File: config.mk
export PLATFORM = sky130hd
export DESIGN_NAME = mem_port_arbiter_flat
export DESIGN_NICKNAME = d
export VERILOG_FILES = /design/src/rtl/mem_port_arbiter_if.sv /design/src/rtl/mem_port_arbiter.sv /design/src/flat_wrapper.sv
export SDC_FILE = /design/constraint.sdc
export NUM_CORES = 1
export LEC_CHECK = 0
export ABC_CLOCK_PERIOD_IN_PS = 1900
export CORE_MARGIN = 1.5
export CORE_UTILIZATION = 24
export CTS_BUF_LIST = sky130_fd_sc_hd__clkbuf_4
export DETAILED_ROUTE_END_ITERATION = 10
export HOLD_SLACK_MARGIN = 0.05
export PLACE_DENSITY = 0.95
export SETUP_SLACK_MARGIN = 0.5
export SKIP_CTS_REPAIR_TIMING = 1
export SYNTH_ARGS = -nofsm -noshare
export SYNTH_HDL_FRONTEND = slang
export SYNTH_SLANG_ARGS = --single-unit
File: constraint.sdc
create_clock -name clk -period 1.9 [get_ports clk]
set_clock_uncertainty 0.05 [all_clocks]
set_input_delay 0.19 -clock clk [delete_from_list [all_inputs] [get_ports clk]]
set_output_delay 0.19 -clock clk [all_outputs]
set_load 0.05 [all_outputs]
File: src/rtl/mem_port_arbiter_if.sv
// Level-held read/write + resp bundle joining the I/D requesters, the arbiter and physical memory.
// Latency: none (wires only); backpressure: requesters hold strobes until their resp pulse.
interface mem_port_arbiter_if #(
    parameter int ADDR_W = 16,
    parameter int DATA_W = 16,
    parameter int MASK_W = 2
);
    logic              i_read;
    logic [ADDR_W-1:0] i_address;
    logic [DATA_W-1:0] i_rdata;
    logic              i_resp;

    logic              d_read;
    logic              d_write;
    logic [MASK_W-1:0] d_byte_enable;
    logic [ADDR_W-1:0] d_address;
    logic [DATA_W-1:0] d_wdata;
    logic [DATA_W-1:0] d_rdata;
    logic              d_resp;

    logic              pmem_read;
    logic              pmem_write;
    logic [MASK_W-1:0] pmem_byte_enable;
    logic [ADDR_W-1:0] pmem_address;
    logic [DATA_W-1:0] pmem_wdata;
    logic [DATA_W-1:0] pmem_rdata;
    logic              pmem_resp;

    // The arbiter itself: consumes requests and memory responses.
    modport slave (
        input  i_read, i_address,
        output i_rdata, i_resp,
        input  d_read, d_write, d_byte_enable, d_address, d_wdata,
        output d_rdata, d_resp,
        output pmem_read, pmem_write, pmem_byte_enable, pmem_address, pmem_wdata,
        input  pmem_rdata, pmem_resp
    );

    // The environment: requesters plus physical memory.
    modport master (
        output i_read, i_address,
        input  i_rdata, i_resp,
        output d_read, d_write, d_byte_enable, d_address, d_wdata,
        input  d_rdata, d_resp,
        input  pmem_read, pmem_write, pmem_byte_enable, pmem_address, pmem_wdata,
        output pmem_rdata, pmem_resp
    );
endinterface

File: src/rtl/mem_port_arbiter.sv
// Round-robin sharing of one physical memory port between instruction and data requesters.
// Latency: grant one cycle after request, resp forwarded same cycle; backpressure: loser's request stays pending.
module mem_port_arbiter #(
    parameter int ADDR_W = 16,
    parameter int DATA_W = 16,
    parameter int MASK_W = 2
) (
    input  logic                clk,
    input  logic                rst_n,
    mem_port_arbiter_if.slave   bus
);
    typedef enum logic [1:0] {IDLE, SERVE_I, SERVE_D} state_t;

    state_t state_q;
    logic   last_grant_q;   // 0 = I, 1 = D

    logic i_req;
    logic d_req;
    assign i_req = bus.i_read;
    assign d_req = bus.d_read | bus.d_write;

    always_ff @(posedge clk or negedge rst_n) begin
        if (!rst_n) begin
            state_q      <= IDLE;
            last_grant_q <= 1'b1;
        end else begin
            case (state_q)
                IDLE: begin
                    if (i_req && (!d_req || last_grant_q)) begin
                        state_q      <= SERVE_I;
                        last_grant_q <= 1'b0;
                    end else if (d_req) begin
                        state_q      <= SERVE_D;
                        last_grant_q <= 1'b1;
                    end
                end
                // Falling back to IDLE on resp or abort forces one idle cycle, so a
                // strobe dropped at the resp edge is never seen as a fresh request.
                SERVE_I: if (bus.pmem_resp || !i_req) state_q <= IDLE;
                SERVE_D: if (bus.pmem_resp || !d_req) state_q <= IDLE;
                default: state_q <= IDLE;
            endcase
        end
    end

    logic              pmem_read_c;
    logic              pmem_write_c;
    logic [MASK_W-1:0] pmem_be_c;
    logic [ADDR_W-1:0] pmem_addr_c;
    logic [DATA_W-1:0] pmem_wdata_c;
    logic [DATA_W-1:0] i_rdata_c;
    logic              i_resp_c;
    logic [DATA_W-1:0] d_rdata_c;
    logic              d_resp_c;

    // Strobes follow the granted requester live so an abort drops them without a clock edge.
    always_comb begin
        pmem_read_c  = 1'b0;
        pmem_write_c = 1'b0;
        pmem_be_c    = {MASK_W{1'b1}};
        pmem_addr_c  = '0;
        pmem_wdata_c = '0;
        i_rdata_c    = '0;
        i_resp_c     = 1'b0;
        d_rdata_c    = '0;
        d_resp_c     = 1'b0;
        case (state_q)
            SERVE_I: begin
                pmem_read_c = bus.i_read;
                pmem_addr_c = bus.i_address;
                i_rdata_c   = bus.pmem_rdata;
                i_resp_c    = bus.pmem_resp;
            end
            SERVE_D: begin
                pmem_read_c  = bus.d_read & ~bus.d_write;
                pmem_write_c = bus.d_write;
                pmem_be_c    = bus.d_byte_enable;
                pmem_addr_c  = bus.d_address;
                pmem_wdata_c = bus.d_wdata;
                d_rdata_c    = bus.pmem_rdata;
                d_resp_c     = bus.pmem_resp;
            end
            default: ;
        endcase
    end

    assign bus.pmem_read        = pmem_read_c;
    assign bus.pmem_write       = pmem_write_c;
    assign bus.pmem_byte_enable = pmem_be_c;
    assign bus.pmem_address     = pmem_addr_c;
    assign bus.pmem_wdata       = pmem_wdata_c;
    assign bus.i_rdata          = i_rdata_c;
    assign bus.i_resp           = i_resp_c;
    assign bus.d_rdata          = d_rdata_c;
    assign bus.d_resp           = d_resp_c;

    d_rw_exclusive: assert property (@(posedge clk) disable iff (!rst_n) !(bus.d_read && bus.d_write));
endmodule

File: src/flat_wrapper.sv
// flat-port wrapper written by rule: the top's interface ports become plain ports
module mem_port_arbiter_flat 
#(
    parameter int ADDR_W = 16,
    parameter int DATA_W = 16,
    parameter int MASK_W = 2
)
  (clk, rst_n, bus_i_read, bus_i_address, bus_i_rdata, bus_i_resp, bus_d_read, bus_d_write, bus_d_byte_enable, bus_d_address, bus_d_wdata, bus_d_rdata, bus_d_resp, bus_pmem_read, bus_pmem_write, bus_pmem_byte_enable, bus_pmem_address, bus_pmem_wdata, bus_pmem_rdata, bus_pmem_resp);
  mem_port_arbiter_if #(.ADDR_W(ADDR_W), .DATA_W(DATA_W), .MASK_W(MASK_W)) bus_i ();
  input  logic clk;
  input  logic rst_n;
  input wire logic [$bits(bus_i.i_read)-1:0] bus_i_read;
  input wire logic [$bits(bus_i.i_address)-1:0] bus_i_address;
  output wire logic [$bits(bus_i.i_rdata)-1:0] bus_i_rdata;
  output wire logic [$bits(bus_i.i_resp)-1:0] bus_i_resp;
  input wire logic [$bits(bus_i.d_read)-1:0] bus_d_read;
  input wire logic [$bits(bus_i.d_write)-1:0] bus_d_write;
  input wire logic [$bits(bus_i.d_byte_enable)-1:0] bus_d_byte_enable;
  input wire logic [$bits(bus_i.d_address)-1:0] bus_d_address;
  input wire logic [$bits(bus_i.d_wdata)-1:0] bus_d_wdata;
  output wire logic [$bits(bus_i.d_rdata)-1:0] bus_d_rdata;
  output wire logic [$bits(bus_i.d_resp)-1:0] bus_d_resp;
  output wire logic [$bits(bus_i.pmem_read)-1:0] bus_pmem_read;
  output wire logic [$bits(bus_i.pmem_write)-1:0] bus_pmem_write;
  output wire logic [$bits(bus_i.pmem_byte_enable)-1:0] bus_pmem_byte_enable;
  output wire logic [$bits(bus_i.pmem_address)-1:0] bus_pmem_address;
  output wire logic [$bits(bus_i.pmem_wdata)-1:0] bus_pmem_wdata;
  input wire logic [$bits(bus_i.pmem_rdata)-1:0] bus_pmem_rdata;
  input wire logic [$bits(bus_i.pmem_resp)-1:0] bus_pmem_resp;
  assign bus_i.i_read = bus_i_read;
  assign bus_i.i_address = bus_i_address;
  assign bus_i_rdata = bus_i.i_rdata;
  assign bus_i_resp = bus_i.i_resp;
  assign bus_i.d_read = bus_d_read;
  assign bus_i.d_write = bus_d_write;
  assign bus_i.d_byte_enable = bus_d_byte_enable;
  assign bus_i.d_address = bus_d_address;
  assign bus_i.d_wdata = bus_d_wdata;
  assign bus_d_rdata = bus_i.d_rdata;
  assign bus_d_resp = bus_i.d_resp;
  assign bus_pmem_read = bus_i.pmem_read;
  assign bus_pmem_write = bus_i.pmem_write;
  assign bus_pmem_byte_enable = bus_i.pmem_byte_enable;
  assign bus_pmem_address = bus_i.pmem_address;
  assign bus_pmem_wdata = bus_i.pmem_wdata;
  assign bus_i.pmem_rdata = bus_pmem_rdata;
  assign bus_i.pmem_resp = bus_pmem_resp;
  mem_port_arbiter #(.ADDR_W(ADDR_W), .DATA_W(DATA_W), .MASK_W(MASK_W)) u_core (.clk(clk), .rst_n(rst_n), .bus(bus_i));
endmodule
==> flow_metrics.py, run 1 <==
metrics = {
    "cts": {
        "cts.sinks": 3,
        "cts_max_path_buffers": 2,
        "numCtsBuffers": 3,
        "cts-root-buf": "clkbuf_4",
        "htree_levels": 1,
    },
    "synth": {
        "synth_fp_nets": 199,
        "synth_cell_type_count": 24,
        "seq_area_frac_synth_pct": 9.010,
        "synth_edf_count": 0,
        "syn_area_per_cell_um2": 6.831,
        "synth_most_common_cell": "and2_1",
        "async_flop_share_pct": 100.0,
        "synth_top_area_share_pct": 38.40,
        "yosys-top-cells-count": "and2_1, a22oi_1, nor2b_1",
        "synth_area_leaders": "and2_1, a22oi_1, nor2b_1",
        "synth_top_area_cell": "and2_1",
        "ys_ff_latch": 3,
        "synthCells": 124,
        "dominantRegCellSynth": "dfrtp_1",
        "mappedNetlistArea_um2": 847.1,
        "synth_warnings": 0,
    },
    "floorplanning": {
        "initial_core_util_pct": 25.19,
        "io_pins": 142,
        "row_count": 21,
        "fp.dieW_um": 62.41,
        "die_h_um": 62.41,
    },
    "status": {
        "status": "aborted with a tool error",
        "toolErrorMsg": "[ERROR DPL-0038] Utilization greater than 100%, impossible to legalize",
        "haltStage": "global routing",
    },
    "place": {
        "post-place-ws_ns": 0.09514,
        "finalWeightedCongestion": 0.8037,
        "hpwl_mm": 5.284,
        "io_buffers": 141,
    },
    "sta": {
        "worstEpCategory": "top-level output",
        "grt_repair_worst_endpoint": "bus_pmem_read",
    },
    "global_routing": {
        "grt_max_degree": 29,
    },
}
cells by family after synthesis:
kind of cell | share of synthesized area [%]
flops | 9.011
simple gates | 57.46
fa+ha+maj | 4.432
compound gates | 21.57
buf+inv | 7.532
metrics by stage:
step | std cells | cell area [µm²] | utilization [%] | setup TNS (ns)
detailed placement | 306 | 3219 | 95.72 | 0
global placement | 306 | 3219 | 95.72 | 0
CTS | 310 | 3249 | 96.61 | -2.565
floorplan | 124 | 1082 | - | 0
==> inputs of run 2 (changes only) <==
- CORE_UTILIZATION: 24 -> 23
- CTS_BUF_LIST: sky130_fd_sc_hd__clkbuf_4 -> unset
- HOLD_SLACK_MARGIN: 0.05 -> unset
- PLACE_DENSITY: 0.95 -> unset
- PLACE_DENSITY_LB_ADDON: unset -> 0.15
- SETUP_SLACK_MARGIN: 0.5 -> unset
==> run 2 against run 1 <==
The flow now finishes without violations. Synthesized cell count is the same. Area after synthesis is the same.
==> flow_metrics.py, run 2 <==
metrics = {
    "status": {
        "status": "completed",
    },
    "cells_and_area": {
        "drive_gt1_share_pct": 38.72,
        "final-seq-area_um2": 77.57,
        "regMostFlops": "u_core.state_q",
        "multi_input_area_um2": 784.5,
        "nFillCells": 124,
        "reg.largest.list": "u_core.state_q: 2 flops, u_core.last_grant_q: 1 flops",
        "final_cell_mix": "clkdlybuf4s50_1, buf_12, and2_1, a22oi_1, nor2b_2",
        "nNetsFinal": 342,
        "area_growth_pct": 270.5,
        "final_cell_area_um2": 3138,
        "largest_reg_flops": 2,
        "final_common_cell": "clkdlybuf4s50_1",
    },
    "global_routing": {
        "grt_pass1_wl_mm": 7.596,
        "gr-usage-all-layers_pct": 23.87,
        "antenna_found_initial": 1,
        "grt_max_degree": 27,
        "grt_overflow": 0,
        "grt_pass1_vias": 1451,
    },
    "pwr": {
        "switching_share_pct": 51.50,
        "pwr_density_cell_nw_per_um2": 1640,
        "p_seq_share_pct": 2.9,
        "p_int_uw": 2497,
        "clockPowerShare_pct": 4.0,
        "max-vdd-ir-drop_uv": 962.0,
        "power_frac_comb_pct": 93.0,
        "p_leak_uw": 0.001238,
        "switching_power_uw": 2651,
    },
    "setup_path": {
        "r2r_setup_slack_ns": 0.07,
        "rr_endpoint": "u_core.state_q[0]",
        "cp-end-kind": "output port",
        "critPathArrivalTime_ns": 1.66,
        "rr_worst_depth": 6,
        "r2r_start": "u_core.state_q[0]",
        "crit_end": "bus_pmem_address[7]",
        "critPathLaunch": "u_core.state_q[0]",
        "start_kind": "flop",
        "critPathMaxFanout": 17,
        "critPathKind": "flop to output port",
        "crit_required_ns": 1.66,
    },
    "cts": {
        "cts_tree": "yes",
        "clock_latency_ns": 0.23,
        "clkTransAtPathRegs_ns": 0.04,
        "htree_levels": 1,
        "cts_max_path_buffers": 2,
        "cts.sinks": 3,
        "cts-root-buf": "clkbuf_8",
        "numCtsBuffers": 3,
    },
    "synth": {
        "synth_top_area_cell": "and2_1",
        "async_flop_share_pct": 100.0,
        "synth_top_area_share_pct": 38.40,
        "synth_warnings": 0,
        "synth_cell_type_count": 24,
        "synth-simple-area-share_pct": 57.46,
        "synth_edf_count": 0,
        "mappedNetlistArea_um2": 847.1,
        "synth_most_common_cell": "and2_1",
        "syn_area_per_cell_um2": 6.831,
        "synthMuxAreaShare_pct": 0,
        "synth_area_leaders": "and2_1, a22oi_1, nor2b_1",
        "synth_fp_nets": 199,
        "synth_compound_area_share_pct": 21.57,
        "ys_ff_latch": 3,
        "synth-xor-area-share_pct": 0,
        "seq_area_frac_synth_pct": 9.010,
        "synthAdderAreaFrac_pct": 4.431,
        "synthCells": 124,
        "yosys-top-cells-count": "and2_1, a22oi_1, nor2b_1",
        "synth_top_family_by_area": "simple AND/OR/NAND/NOR gates",
        "dominantRegCellSynth": "dfrtp_1",
    },
    "place": {
        "post-place-ws_ns": 0.2174,
        "hpwl_mm": 4.097,
        "io_buffers": 141,
        "finalWeightedCongestion": 0.7302,
        "place_area_um2": 3018,
    },
    "detailed_routing": {
        "wire_per_inst_um": 18.43,
        "viasPerCell": 4.780,
        "vias": 1496,
        "drt-pass1-iter-count": 4,
        "drc": 0,
        "antenna_left": 0,
        "wirelength_mm": 5.768,
        "drtIter0Drc": 78,
    },
    "floorplanning": {
        "initial_core_util_pct": 24.61,
        "core_area_um2": 3442,
        "die_area_um2": 4056,
        "row_count": 21,
        "fp.dieW_um": 63.69,
        "die_h_um": 63.69,
        "io_pins": 142,
    },
    "sta": {
        "period_minus_slack_ns": 1.896,
        "setup_violations": 0,
        "finalCritPeriodShare_pct": 99.81,
        "rsz0062_at_grt": "yes",
        "hold_viol_final": 0,
        "maxSlewHeadroom_pct": 76.23,
        "slew_viol_final": 0,
        "max_clock_freq_mhz": 527.3,
        "setup_slack_ns": 0.003686,
        "tightest_slew_ns": 0.3529,
    },
    "worst_hold_path": {
        "min_path_type": "input port to asynchronous set/reset pin",
    },
    "flow_run": {
        "max_cap_violations": 0,
    },
}
-- run 2: cell counts after synthesis --
No cell type changed its count.
-- run 2: layer usage --
| metal | global-route usage, % | part of all wire [%] |
|---|---|---|
| met5 | 0 | 0 |
| met4 | 2.174 | 1.6 |
| met3 | 9.286 | 9.3 |
| met2 | 46.97 | 55 |
| met1 | 24.19 | 34 |
-- run 2: final cells by class --
class	count	share of cell area, %
Clock buffer	4	1.435
Tap cell	46	1.834
Inverter	2	0.2392
Timing Repair Buffer	148	68.94
Multi-Input combinational cell	109	25.00
Antenna cell	1	0.07974
Sequential cell	3	2.472
-- run 2: worst min-delay path by stage --
| stage | cells past startpoint | to | slack (ns) | from |
|---|---|---|---|---|
| floorplan | 0 | u_core.state_q[0] | -0.16 | rst_n |
| global route | 1 | u_core.state_q[1] | 0.14 | rst_n |
| detailed placement | 1 | u_core.state_q[1] | 0.35 | rst_n |
| global placement | 1 | u_core.state_q[1] | 0.34 | rst_n |
| finish | 1 | u_core.state_q[1] | 0.12 | rst_n |
| CTS | 1 | u_core.state_q[1] | 0.12 | rst_n |
-- run 2: worst max-delay path, stage by stage, from the launching register on --
cell	delay [ns]
dfrtp_2	0.46
inv_2	0.14
ha_4	0.19
buf_6	0.17
a22oi_1	0.12
nor2b_2	0.18
buf_12	0.15
-- run 2: power by group through the flow --
stage | Sequential [µW] | Clock (µW) | Combinational, µW
global route | 153 | 214 | 4950
CTS | 133 | 196 | 4600
global placement | 129 | 0 | 4510
detailed placement | 130 | 0 | 4570
floorplan | 124 | 0 | 2360
finish | 152 | 206 | 4790
-- run 2: per-stage QoR --
step	total power, µW	TNS, ns	hold slack [ns]	util, %	instances
6_report	5148	0	0.1201	91.17	313
2_1_floorplan	2487	0	-0.1556	-	124
4_1_cts	4924	-0.4668	0.1198	88.99	310
3_5_place_dp	4701	0	0.3514	87.68	306
3_3_place_gp	4636	0	0.3430	87.68	306
5_1_grt	5318	-0.2845	0.1403	91.09	312
-- run 2: cells by family (layout without fill, tap and decap cells) --
logic type / count (synthesis) / count (layout)
other: 0 / 1
AO/OA/AOI/OAI: 26 / 26
AND/OR/NAND/NOR: 80 / 80
flip-flops: 3 / 3
adder cells (fa/ha/maj): 3 / 3
buffers and inverters: 12 / 154
(Power assumes the default switching activity.)
==> inputs of run 3 (changes only) <==
- CAP_MARGIN: unset -> 20
==> results of run 3 <==
Final layout, timing and power as in run 2 (identical DEF).
==> variant: new RTL, flow settings as in run 2 <==
Make the reset (`rst_n`) synchronous in one clocked block.
--- a/src/rtl/mem_port_arbiter.sv
+++ b/src/rtl/mem_port_arbiter.sv
@@ -19,7 +19,7 @@
     assign i_req = bus.i_read;
     assign d_req = bus.d_read | bus.d_write;
 
-    always_ff @(posedge clk or negedge rst_n) begin
+    always_ff @(posedge clk) begin
         if (!rst_n) begin
             state_q      <= IDLE;
             last_grant_q <= 1'b1;
Formal check against the unedited RTL: differs if rst_n is asserted again (counterexample within 4 cycles, from zero or initial values and one cycle with rst_n low); with rst_n held inactive, the same outputs for 10 cycles.
==> variant against run 2 <==
- critical path depth is 2 lower
- area after synthesis rose by 1.2%
- sequential cell count unchanged
- wire length rose by 5.4%
- global-route usage up 2.3 points
- register-to-register slack better by 0.17 ns
- first-iteration DRC count rose by 5.1%
- synthesized cell count is 1.6% higher
- worst setup slack better by 0.11 ns
- design area decreased by 1.4%
- critical path type unchanged
Power is not compared: it rests on default switching activity, and its combinational part moved more than twofold at a synthesized area within 25%.
==> variant: results (changes against run 2) <==
\begin{tabular}{lr}
\hline
Metric & Value \\
\hline
\multicolumn{2}{l}{\textbf{Worst setup path}} \\
\quad Worst r2r src & u\_core.state\_q[1] \\
\quad Worst reg2reg endpoint & u\_core.state\_q[1] \\
\quad Worst EP arrival & 1.55 ns (-0.11 ns) \\
\quad Worst-case register-to-register setup slack & 0.24 ns (+0.17 ns) \\
\quad Critical path's largest stage delay & 0.46 ns (about the same) \\
\quad Largest delay contributor family on the critical path & adder cells \\
\quad Slowest cell on crit path & ha\_2 \\
\multicolumn{2}{l}{\textbf{Yosys}} \\
\quad Multiplexer fraction of the synthesized cell area & 0 (unchanged) \\
\quad Nets in the synthesized netlist & 201 (+1.0\%) \\
\quad Top area cells in the synthesized netlist & and2\_1, a22oi\_1, nor2b\_1 \\
\quad Sequential-to-total area share from yosys stat & 0.0701 (-0.0200) \\
\quad Share of synthesized cell area in full adder, half adder and majority cells & 0.0438 (-0.000518) \\
\quad Top FF cell, synth & dfxtp\_1 \\
\quad Synth top cells by count & and2\_1, a22oi\_1, nor2b\_1 \\
\quad Post-synthesis async set-or-reset flop share & 0 (-1.00) \\
\quad Compound-Gate Fraction of Synth Area & 0.216 (+0.000401) \\
\quad Synth cell types & 25 (+4.2\%) \\
\multicolumn{2}{l}{\textbf{Global routing}} \\
\quad Total Routing Usage GR & 0.262 (+0.0230) \\
\quad Global-route wire length before repair & 8330 um (+9.6\%) \\
\quad Pin count of the biggest net entering global routing & 49 (+81\%) \\
\quad Number of antenna violations at the first check in global routing & 0 (-1) \\
\multicolumn{2}{l}{\textbf{Place}} \\
\quad Setup slack after placement & 0.265 ns (+0.0473 ns) \\
\quad Routability congestion estimate & 0.780 (+6.8\%) \\
\quad HPWL after detailed placement & 4690 um (+14\%) \\
\quad Placed Instance Area & 3010 um\^{}2 (-0.37\%) \\
\multicolumn{2}{l}{\textbf{Route}} \\
\quad DR iter-0 viols & 82 (+5.1\%) \\
\quad Detailed-route via count & 1490 (-0.40\%) \\
\quad Final routed wirelength across all metal layers & 6080 um (+5.4\%) \\
\multicolumn{2}{l}{\textbf{Finish}} \\
\quad Fillers & 131 (+5.6\%) \\
\quad Count of nets after finishing & 341 (-0.29\%) \\
\quad Number of antenna repair diodes & 0 (-1) \\
\quad Share of layout cells above drive strength 1 & 0.351 (-0.0363) \\
\multicolumn{2}{l}{\textbf{Worst hold path}} \\
\quad Worst hold-check path type & register to register \\
\multicolumn{2}{l}{\textbf{CTS}} \\
\quad CTS H-tree depth & 1 (unchanged) \\
\quad Skew-Pair Late Insertion Delay & 0.22 ns \\
\multicolumn{2}{l}{\textbf{STA}} \\
\quad Slew at the pin closest to its max-slew limit & 0.276 ns (-0.0765 ns) \\
\multicolumn{2}{l}{\textbf{Status}} \\
\quad Outcome & complete, no violations \\
\hline
\end{tabular}
==> variant: changes by cell type in the layout (fill, tap and decap cells not counted), sizes merged, moves of 2 or more <==
cell | run 2 | this run
dfrtp | 2 | 0
buf | 77 | 74
a21oi | 2 | 0
dfxtp | 0 | 3
o21ai | 4 | 1
==> variant: how the worst max path moves through the flow <==
stage	from	endpoint	slack, ns	cells after the start
after global routing	u_core.state_q[0]	bus_pmem_address[4]	-0.002	4
after detailed placement	u_core.state_q[1]	bus_pmem_address[6]	0.26	4
final	u_core.state_q[0]	bus_pmem_address[6]	0.11	4
after floorplan	u_core.state_q[0]	bus_pmem_address[10]	0.05	6
after CTS	u_core.state_q[1]	bus_pmem_address[6]	0.01	4
after global placement	u_core.state_q[1]	bus_pmem_address[7]	0.31	4
==> variant: layer usage <==
metal,global-route usage,vias up,share of wire
met1,0.311,696,0.39
met4,0.0815,0,0.025
met2,0.471,83,0.52
li1,-,695,-
met3,0.0475,16,0.063
met5,0,-,0
==> variant: final cells by class <==
type,instances,area (um^2),share of cell area
Timing Repair Buffer,146,2150,0.697
Multi-Input combinational cell,109,763,0.247
Sequential cell,3,61.3,0.0198
Tap cell,46,57.6,0.0186
Clock buffer,4,45.0,0.0146
Inverter,3,11.3,0.00364
==> variant: through the flow <==
stage	setup TNS (ns)	power (mW)	cells	hold slack [ns]
floorplan	0	0.746	126	0.202
global placement	0	1.45	306	0.402
detailed placement	0	1.47	306	0.426
CTS	0	1.67	310	0.434
global route	-0.00182	1.76	311	0.461
finish	0	1.70	311	0.438
==> variant: kinds of logic after synthesis <==
kind of cell | count (synthesis)
compound gates | 24
flops | 3
fa+ha+maj | 3
simple gates | 82
buf+inv | 14
==> variant: power breakdown <==
| part | switching [mW] | leakage (nW) | total (mW) | internal [mW] |
|---|---|---|---|---|
| registers | 0.00796 | 0.0252 | 0.0813 | 0.0734 |
| clock network | 0.0425 | 0.0228 | 0.186 | 0.143 |
| logic | 0.725 | 1.16 | 1.43 | 0.706 |
| total | 0.776 | 1.21 | 1.70 | 0.923 |
==> variant: tightest hold or removal path, delay by kind of cell (launching register included) <==
| kind | cells | cell delay [ns] |
|---|---|---|
| AND/OR/NAND/NOR | 1 | 0.06 |
| flip-flops | 1 | 0.32 |
| AO/OA/AOI/OAI | 1 | 0.07 |
